### config.mk
export PLATFORM = sky130hd
export DESIGN_NAME = lissajous_point_gen
export DESIGN_NICKNAME = d
export VERILOG_FILES = /design/src/rtl/lissajous_pkg.sv /design/src/rtl/sample_decimator.sv /design/src/rtl/lissajous_point_gen.sv
export SDC_FILE = /design/constraint.sdc
export NUM_CORES = 1
export LEC_CHECK = 0
export BUFFER_PORTS_ARGS = -buffer_cell sky130_fd_sc_hd__buf_2
export CAP_MARGIN = 30
export CORE_MARGIN = 2
export CORE_UTILIZATION = 44
export DETAILED_ROUTE_END_ITERATION = 12
export PLACE_DENSITY = 0.75
export SLEW_MARGIN = 20
export SYNTH_ARGS = -nofsm -noshare
export SYNTH_HDL_FRONTEND = slang
export SYNTH_SLANG_ARGS = --single-unit
export TNS_END_PERCENT = 30
### constraint.sdc
create_clock -name clock -period 4.2 [get_ports clock]
set_clock_uncertainty 0.15 [all_clocks]
set_input_delay 0.42 -clock clock [delete_from_list [all_inputs] [get_ports clock]]
set_output_delay 0.42 -clock clock [all_outputs]
set_load 0.03 [all_outputs]
### src/rtl/lissajous_pkg.sv
// Shared types and helpers for the Lissajous point generator.
// Holds the mode encoding, FSM state constants and the unsigned 8-bit clamp.
package lissajous_pkg;

    typedef enum logic {
        MODE_CIRCLE = 1'b0,
        MODE_XY     = 1'b1
    } mode_t;

    typedef logic [1:0] state_t;

    localparam state_t ST_IDLE   = 2'd0;
    localparam state_t ST_CIRCLE = 2'd1;
    localparam state_t ST_EMIT   = 2'd2;

    function automatic logic [7:0] sat_u8(input logic signed [31:0] v);
        if (v < 0) begin
            return 8'd0;
        end else if (v > 32'sd255) begin
            return 8'hFF;
        end else begin
            return v[7:0];
        end
    endfunction

endpackage

### src/rtl/sample_decimator.sv
// Keeps one of every DECIMATION enabled strobes; event_o is a one-cycle
// pulse raised combinationally with the strobe that completes the count.
import lissajous_pkg::*;

module sample_decimator #(
    parameter int DECIMATION = 200
) (
    input  logic clock,
    input  logic reset,
    input  logic enable_i,
    input  logic strb_i,
    output logic event_o
);

    localparam int CW = (DECIMATION > 1) ? $clog2(DECIMATION) : 1;
    localparam logic [CW-1:0] LAST = CW'(DECIMATION - 1);

    logic [CW-1:0] dc_q;
    logic [CW-1:0] dc_d;
    logic          take;

    assign take    = strb_i & enable_i;
    assign event_o = take & (dc_q == LAST);

    always_comb begin
        dc_d = dc_q;
        if (take) begin
            dc_d = (dc_q == LAST) ? '0 : dc_q + 1'b1;
        end
    end

    always_ff @(posedge clock) begin
        if (reset) begin
            dc_q <= '0;
        end else begin
            dc_q <= dc_d;
        end
    end

endmodule

### src/rtl/lissajous_point_gen.sv
// Decimated sample pairs become screen points: circle mode goes through the
// external circle unit, XY mode maps L/R straight to a clamped x/y.
import lissajous_pkg::*;

module lissajous_point_gen #(
    parameter int DATA_W          = 16,
    parameter int DECIMATION      = 200,
    parameter int ANGLE_W         = 10,
    parameter int ANGLE_INCREMENT = 8,
    parameter int HUE_STEP        = 1,
    parameter int R_SHIFT         = 4,
    parameter int XY_SHIFT        = 8,
    parameter int X0              = 120,
    parameter int Y0              = 128
) (
    input  logic                     clock,
    input  logic                     reset,
    input  logic                     enable_i,
    input  logic                     mode_i,
    input  logic                     strb_i,
    input  logic signed [DATA_W-1:0] l_i,
    input  logic signed [DATA_W-1:0] r_i,
    output logic [ANGLE_W-1:0]       cir_angle_o,
    output logic [7:0]               cir_r_o,
    output logic                     cir_req_o,
    input  logic                     cir_ack_i,
    input  logic [7:0]               cir_x_i,
    input  logic [7:0]               cir_y_i,
    output logic [7:0]               pt_x_o,
    output logic [7:0]               pt_y_o,
    output logic [7:0]               pt_h_o,
    output logic                     pt_req_o,
    input  logic                     pt_ack_i,
    output logic [15:0]              drop_cnt_o,
    output logic [1:0]               state_o
);

    localparam int XW = DATA_W + 2;

    logic event_w;

    sample_decimator #(
        .DECIMATION(DECIMATION)
    ) u_dec (
        .clock   (clock),
        .reset   (reset),
        .enable_i(enable_i),
        .strb_i  (strb_i),
        .event_o (event_w)
    );

    // Radius: saturating |L| so the most negative sample does not wrap to itself.
    logic [DATA_W-1:0] abs_l;
    logic [DATA_W-1:0] abs_sh;
    logic [7:0]        radius;

    always_comb begin
        if (l_i == {1'b1, {(DATA_W-1){1'b0}}}) begin
            abs_l = {1'b0, {(DATA_W-1){1'b1}}};
        end else if (l_i[DATA_W-1]) begin
            abs_l = -l_i;
        end else begin
            abs_l = l_i;
        end
        abs_sh = abs_l >> R_SHIFT;
        radius = (abs_sh > DATA_W'(255)) ? 8'hFF : abs_sh[7:0];
    end

    logic signed [XW-1:0] l_ext;
    logic signed [XW-1:0] r_ext;
    logic signed [XW-1:0] x_sum;
    logic signed [XW-1:0] y_sum;
    logic [7:0]           xy_x;
    logic [7:0]           xy_y;

    assign l_ext = XW'(l_i);
    assign r_ext = XW'(r_i);
    assign x_sum = XW'(X0) + (l_ext >>> XY_SHIFT);
    assign y_sum = XW'(Y0) - (r_ext >>> XY_SHIFT);
    assign xy_x  = sat_u8(32'(x_sum));
    assign xy_y  = sat_u8(32'(y_sum));

    state_t             state_q, state_d;
    mode_t              mode_q, mode_d;
    logic [ANGLE_W-1:0] angle_q, angle_d;
    logic [7:0]         hue_q, hue_d;
    logic [15:0]        drop_q, drop_d;
    logic [7:0]         pt_x_q, pt_x_d;
    logic [7:0]         pt_y_q, pt_y_d;
    logic [7:0]         cir_r_q, cir_r_d;

    // Handshake: each req is high for exactly the cycles its state is held;
    // a cycle with req and ack both high completes the transfer and req
    // falls on the next edge. Ack with req low has no effect.
    always_comb begin
        state_d = state_q;
        mode_d  = mode_q;
        angle_d = angle_q;
        hue_d   = hue_q;
        drop_d  = drop_q;
        pt_x_d  = pt_x_q;
        pt_y_d  = pt_y_q;
        cir_r_d = cir_r_q;

        case (state_q)
            ST_IDLE: begin
                if (event_w) begin
                    mode_d = mode_t'(mode_i);
                    if (mode_t'(mode_i) == MODE_XY) begin
                        pt_x_d  = xy_x;
                        pt_y_d  = xy_y;
                        state_d = ST_EMIT;
                    end else begin
                        cir_r_d = radius;
                        state_d = ST_CIRCLE;
                    end
                end
            end
            ST_CIRCLE: begin
                if (cir_ack_i) begin
                    pt_x_d  = cir_x_i;
                    pt_y_d  = cir_y_i;
                    state_d = ST_EMIT;
                end
            end
            ST_EMIT: begin
                if (pt_ack_i) begin
                    hue_d = hue_q + 8'(HUE_STEP);
                    if (mode_q == MODE_CIRCLE) begin
                        angle_d = angle_q + ANGLE_W'(ANGLE_INCREMENT);
                    end
                    state_d = ST_IDLE;
                end
            end
            default: begin
                state_d = ST_IDLE;
            end
        endcase

        if (event_w && (state_q != ST_IDLE) && (drop_q != 16'hFFFF)) begin
            drop_d = drop_q + 16'd1;
        end
    end

    always_ff @(posedge clock) begin
        if (reset) begin
            state_q <= ST_IDLE;
            mode_q  <= MODE_CIRCLE;
            angle_q <= '0;
            hue_q   <= '0;
            drop_q  <= '0;
            pt_x_q  <= '0;
            pt_y_q  <= '0;
            cir_r_q <= '0;
        end else begin
            state_q <= state_d;
            mode_q  <= mode_d;
            angle_q <= angle_d;
            hue_q   <= hue_d;
            drop_q  <= drop_d;
            pt_x_q  <= pt_x_d;
            pt_y_q  <= pt_y_d;
            cir_r_q <= cir_r_d;
        end
    end

    assign cir_req_o   = (state_q == ST_CIRCLE);
    assign pt_req_o    = (state_q == ST_EMIT);
    assign cir_angle_o = angle_q;
    assign cir_r_o     = cir_r_q;
    assign pt_x_o      = pt_x_q;
    assign pt_y_o      = pt_y_q;
    assign pt_h_o      = hue_q;
    assign drop_cnt_o  = drop_q;
    assign state_o     = state_q;

endmodule
# Word-level counts from Yosys, hierarchy flattened
# Cells that the tools add are included.
[word_totals]
reg_bits = 69
in_bits = 55
out_inout_bits = 62
elab_cells = 66
[classes]
add_sub_neg = 7
n_lt_le_gt_ge = 5
n_eq_ne = 9
mux = 21
bitwise = 4
reduce_logical = 11
[ops]
columns = ["cell", "count"]
rows = [
  ["two-way mux 8 bit", 12],
  ["two-way mux 16 bit", 2],
  ["case mux 8 bit (2 select lines)", 2],
  ["adder 16 x 1 -> 16 bit, second input constant", 1],
  ["adder 8 x 1 -> 8 bit, second input constant", 2],
  ["== test 16 bit, second input constant", 1],
  ["!= test 16 bit, second input constant", 1],
  ["negation 16 bit", 1],
  ["greater-than comparator 12 x 8 -> 1 bit, second input constant", 1],
  ["adder 10 x 4 -> 10 bit, second input constant", 1],
  ["greater-than comparator 10 x 9 -> 1 bit, second input constant", 1],
  ["less-than comparator 10 x 1 -> 1 bit, second input constant", 1],
  ["subtractor 9 x 8 -> 10 bit, first input constant", 1],
  ["adder 8 x 8 -> 9 bit, first input constant", 1],
  ["greater-than comparator 9 bit, second input constant", 1],
  ["less-than comparator 9 x 1 -> 1 bit, second input constant", 1],
  ["AND reduction 3 bit", 3],
  ["== test 8 bit, second input constant", 1],
  ["two-way mux 2 bit", 4],
  ["case mux 2 bit (3 select lines)", 1],
  ["!= test 2 x 1 -> 1 bit, second input constant", 2],
  ["!= test 2 bit, second input constant", 2],
  ["AND reduction 2 bit", 2],
  ["AND reduction 4 bit", 1],
  ["other kinds (7)", 11],
]

# Longest topological paths before layout
[logic_depth]
word_depth = 7
ltp_mapped = 9
ltp_nobuf = 7

# Hierarchy
# From an unflattened synthesis, not the netlist that was laid out.
[unflattened]
hier_cells = 409
hier_area_um2 = 3408.3
[by_module_without_submodules]
columns = ["module", "instances", "cells_each", "area_per_inst_um2", "seq_area_each_um2"]
rows = [
  ["lissajous_point_gen", 1, 363, 3004.1, 1161.1],
  ["sample_decimator", 1, 46, 404.1, 160.2],
]

# Least setup slack after synthesis
# Ideal clock, no wire load.
[synth_path]
kind = "input port to flip-flop"
startpoint = "input port l_i[2]"
endpoint = "register cir_r_q[6], in the netlist cir_r_o[6]"
setup_ns = 0.115
t_arrival_ns = 2.033
slack_ns = 1.902
path_stages = 6
cell_sequence = "or4_4 > buf_6 > o41ai_1 > xnor2_1 > nand2_1 > o21a_1"
[synth_between]
elab_chain_len = 5
word_cells_on_any_way = 6
[synth_rtl]
columns = ["element", "line", "source"]
rows = [
  ["from (decl)", "lissajous_point_gen.sv:21", "input logic signed [DATA_W-1:0] l_i,"],
  ["negation 16 bit", "lissajous_point_gen.sv:61", "abs_l = -l_i;"],
  ["two-way mux 16 bit", "lissajous_point_gen.sv:60", "end else if (l_i[DATA_W-1]) begin"],
  ["two-way mux 16 bit (*)", "lissajous_point_gen.sv:58", "if (l_i == {1'b1, {(DATA_W-1){1'b0}}}) begin"],
  ["greater-than comparator 12 x 8 -> 1 bit", "lissajous_point_gen.sv:66", "radius = (abs_sh > DATA_W'(255)) ? 8'hFF : abs_sh[7:0];"],
  ["two-way mux 8 bit (*)", "lissajous_point_gen.sv:66", ""],
  ["to (signal assigned)", "lissajous_point_gen.sv:163", "cir_r_q <= cir_r_d;"],
  ["to (decl)", "lissajous_point_gen.sv:90", "logic [7:0] cir_r_q, cir_r_d;"],
]
# Mark *: on every way between the ends. The rest lies on a longest branch, timed or not.
# A chain may end at the register's enable or synchronous reset.

# Worst setup path in the final report
[layout_path]
startpoint = "register state_q[0], in the netlist state_o[0]"
endpoint = "register pt_y_q[6], in the netlist pt_y_o[6]"
[layout_between]
elab_chain_len = 3
word_cells_on_any_way = 8
[layout_rtl]
columns = ["element", "line", "source"]
rows = [
  ["from (decl)", "lissajous_point_gen.sv:83", "state_t state_q, state_d;"],
  ["from (signal assigned)", "lissajous_point_gen.sv:156", "state_q <= state_d;"],
  ["== test 2 x 1 -> 1 bit or logical NOT 2 bit (tied branches)", "lissajous_point_gen.sv:105", "case (state_q)"],
  ["!= test 2 x 1 -> 1 bit (no source line), or another cell as far along", "-", ""],
  ["AND reduction 4 bit (no source line)", "-", ""],
  ["to (signal assigned)", "lissajous_point_gen.sv:162", "pt_y_q <= pt_y_d;"],
  ["to (decl)", "lissajous_point_gen.sv:89", "logic [7:0] pt_y_q, pt_y_d;"],
]
# Parallel ways exist; a longest one is shown, timed or not.

==> run_results.csv <==
group,metric,value,unit
status,status,"complete, no violations",
detailed_routing,firstDrtPassIters,4,
cells_and_area,multi_input_area,1990,um^2
detailed_routing,totalWireLength,8.05,mm
worst_setup_path,crit_cells,6,
synthesis,yosys_warnings,0,
cells_and_area,final_cells,620,
sta,clock.fmax,0.383,GHz
floorplan,die_h,93.0,um
sta,setup_viol,0,
sta,hold_violations,0,
global_route,grt_pass1_vias,3158,
global_route,grt_start_max_net_pins,43,
synthesis,syn_avg_cell_area,8.36,um^2
sta,setup-tns-final,0,ps
worst_setup_path,critPathLaunchType,"flop",
detailed_routing,drtIter0Drc,97,
clock_network,cts.clk_slew.worst_paths,80,ps
worst_setup_path,r2r_cells,6,
cells_and_area,num-nets-final,575,
clock_network,cts_setup_buffers,0,
cells_and_area,fill_cells,779,
worst_setup_path,path_max_fanout,12,
sta,rsz0062_at_grt,"no",
synthesis,async_reset_ff_share,0,%
floorplan,rows,32,
clock_network,cts_hold_buf,0,
detailed_routing,wl_per_cell,13.0,um
synthesis,yosysMostFrequentCell,"dfxtp_1",
synthesis,ys_types,53,
synthesis,ys_top_cells_by_count,"dfxtp_1, nor2_1, nand2_1, a21oi_1, xnor2_1",
cells_and_area,fin_util,54.8,%
sta,period_needed,2610,ps
synthesis,synth_area_leaders,"dfxtp_1, xnor2_1, xor2_1",
placed_design,dp_cells,604,
synthesis,yosysTopAreaCellShare,37.9,%
worst_setup_path,path_cells,"nand2b_1 > clkinv_1 > a32oi_1 > buf_4 > a21oi_1 > a211oi_1",
worst_setup_path,cp.required,4300,ps
clock_network,cts_made_buffers,9,
worst_setup_path,reg2reg_to,"pt_y_o[6]",
cells_and_area,regArea,1320,um^2
cells_and_area,area_growth,20.9,%
clock_network,clock_path_buffers,2,
global_route,grt_pass1_wl,13.8,mm
detailed_routing,via_count,3332,
synthesis,syn_area,3480,um^2
power_and_ir_drop,power_leakage,1.71,nW
detailed_routing,remaining_drc_errors,0,
placed_design,routabilityCongestion,0.872,
global_route,track_usage,19.1,%
worst_setup_path,slowest_delay,590,ps
sta,relSlewSlack,57.1,%
worst_setup_path,cpLargestDelayFamily,"compound AO/OA/AOI/OAI gates",
synthesis,yosys.area.top_type,"dfxtp_1",
worst_setup_path,r2r_setup_slack,1590,ps
worst_setup_path,crit_end,"pt_y_o[6]",
synthesis,yosysSeqAreaShare,37.9,%
clock_network,htree_levels,3,
worst_setup_path,arrival,2710,ps
detailed_routing,antenna_left,0,
sta,slew_viol_final,0,
worst_setup_path,cp_slowest_cell,"a32oi_1",
cells_and_area,drive_gt1_share,25.5,%
sta,worst_pin_slew,637,ps
global_route,antenna_found_initial,0,
run,maxCapViolCount,0,
detailed_routing,vias_per_cell,5.37,
clock_network,root_buffer,"clkbuf_8",
floorplan,fp.coreArea,7690,um^2
synthesis,synth_enable_flop_cells,0,
clock_network,cts_tree,"done",
power_and_ir_drop,irDropWorstVdd,0.141,mV
synthesis,synth-seq-cells,66,
power_and_ir_drop,power,1.19,mW
placed_design,dp_hpwl,5.92,mm
clock_network,cts_sinks,66,
floorplan,pin_count,117,
cells_and_area,antenna-diode-count,0,
worst_setup_path,cp-startpoint,"state_o[0]",
floorplan,fp.dieW,93.0,um
hold_path,hp-class,"in2reg",
worst_setup_path,end_kind,"flop",
global_route,gr-total-overflow,0,
sta,fin_crit_sh,62.1,%
floorplan,die_area,8650,um^2
worst_setup_path,cp_num_buf_inv,2,
clock_network,insertion_delay,320,ps
clock_network,ctsResizeCount,0,
worst_setup_path,setup.worst_path.class,"reg2reg",
worst_setup_path,timing.rr.start,"state_o[0]",
synthesis,ys.flop_type,"dfxtp_1",
synthesis,synth_cells,417,
placed_design,io_buffers,105,
floorplan,initial_utilization,45.3,%
power_and_ir_drop,power_density,282,nW/um^2
worst min path at each step:
stage	endpoint	cells past startpoint	slack [ps]	start
finish	state_o[1]	3	230	pt_ack_i
global route	state_o[1]	3	230	pt_ack_i
CTS	state_o[1]	3	210	pt_ack_i
detailed placement	pt_x_o[6]	2	300	pt_x_o[6]
global placement	pt_y_o[0]	2	290	pt_y_o[0]
floorplan	mode_q	2	290	mode_q
kinds of logic (layout without fill, tap and decap cells):
kind of cell             after synthesis  after routing  share of synthesized area (%)
AND/OR/NAND/NOR                      165            165                           24.6
AO/OA/AOI/OAI                         88             88                           17.1
flip-flops                            66             66                           37.9
XOR/XNOR                              44             44                           11.1
buffers and inverters                 41            140                           5.21
adder cells (fa/ha/maj)                7              7                           2.51
multiplexers                           5              5                           1.47
other                                  1              3                          0.108
where the power goes:
| group | switching, mW | total [mW] | leakage, nW | internal [mW] |
|---|---|---|---|---|
| sequential | 0.00127 | 0.628 | 0.532 | 0.627 |
| clock | 0.239 | 0.467 | 0.0851 | 0.228 |
| combinational | 0.0560 | 0.0937 | 1.09 | 0.0377 |
routing by layer:
layer | vias to the layer above | track usage (%) | part of all wire [%]
met3 | 6 | 3.95 | 5.7
met5 | - | 0 | 0
met2 | 97 | 33.9 | 50
li1 | 1678 | - | -
met1 | 1551 | 22.9 | 44
met4 | 0 | 6.74 | 1.0
sequential cells by signal (all words and copies together), names as in the netlist:
name,flops
pt_h_o,8
pt_x_o,8
cir_r_o,8
state_o,2
drop_cnt_o,16
pt_y_o,8
mode_q,1
cir_angle_o,7
u_dec.dc_q,8
cell usage in the layout, fill, tap and decap left out, types with 6 or more instances in the layout:
| cell type | count |
|---|---|
| dfxtp_1 | 66 |
| xor2_1 | 21 |
| nand3_1 | 15 |
| xnor2_1 | 23 |
| a211oi_1 | 6 |
| o221ai_1 | 7 |
| o41ai_1 | 6 |
| nand4_1 | 10 |
| inv_1 | 16 |
| ha_1 | 7 |
| o21a_1 | 8 |
| nor2_1 | 42 |
| o21ai_0 | 9 |
| a221oi_1 | 6 |
| buf_2 | 105 |
| clkbuf_8 | 10 |
| a21oi_1 | 31 |
| nand2_1 | 35 |
| nor3_1 | 15 |
final cells by class:
type,count,area share [%]
clock buffer,11,3.36
timing repair buffer,107,12.8
multi-input combinational,312,47.2
clock inverter,5,0.713
tap,102,3.03
inverter,17,1.51
sequential,66,31.4
stage by stage:
| step | setup slack, ps | hold WS [ps] | instance area, um^2 |
|---|---|---|---|
| floorplan | 1900 | 287 | 3490 |
| global placement | 1620 | 288 | 4040 |
| detailed placement | 1600 | 296 | 4040 |
| CTS | 1580 | 209 | 4210 |
| global route | 1340 | 226 | 4210 |
| finish | 1590 | 226 | 4210 |
worst min-delay path, stage by stage:
cell	delay, ps
buf_2	80
nand2b_1	90
a21oi_1	60
No activity file was read; power rests on OpenSTA's default activity.
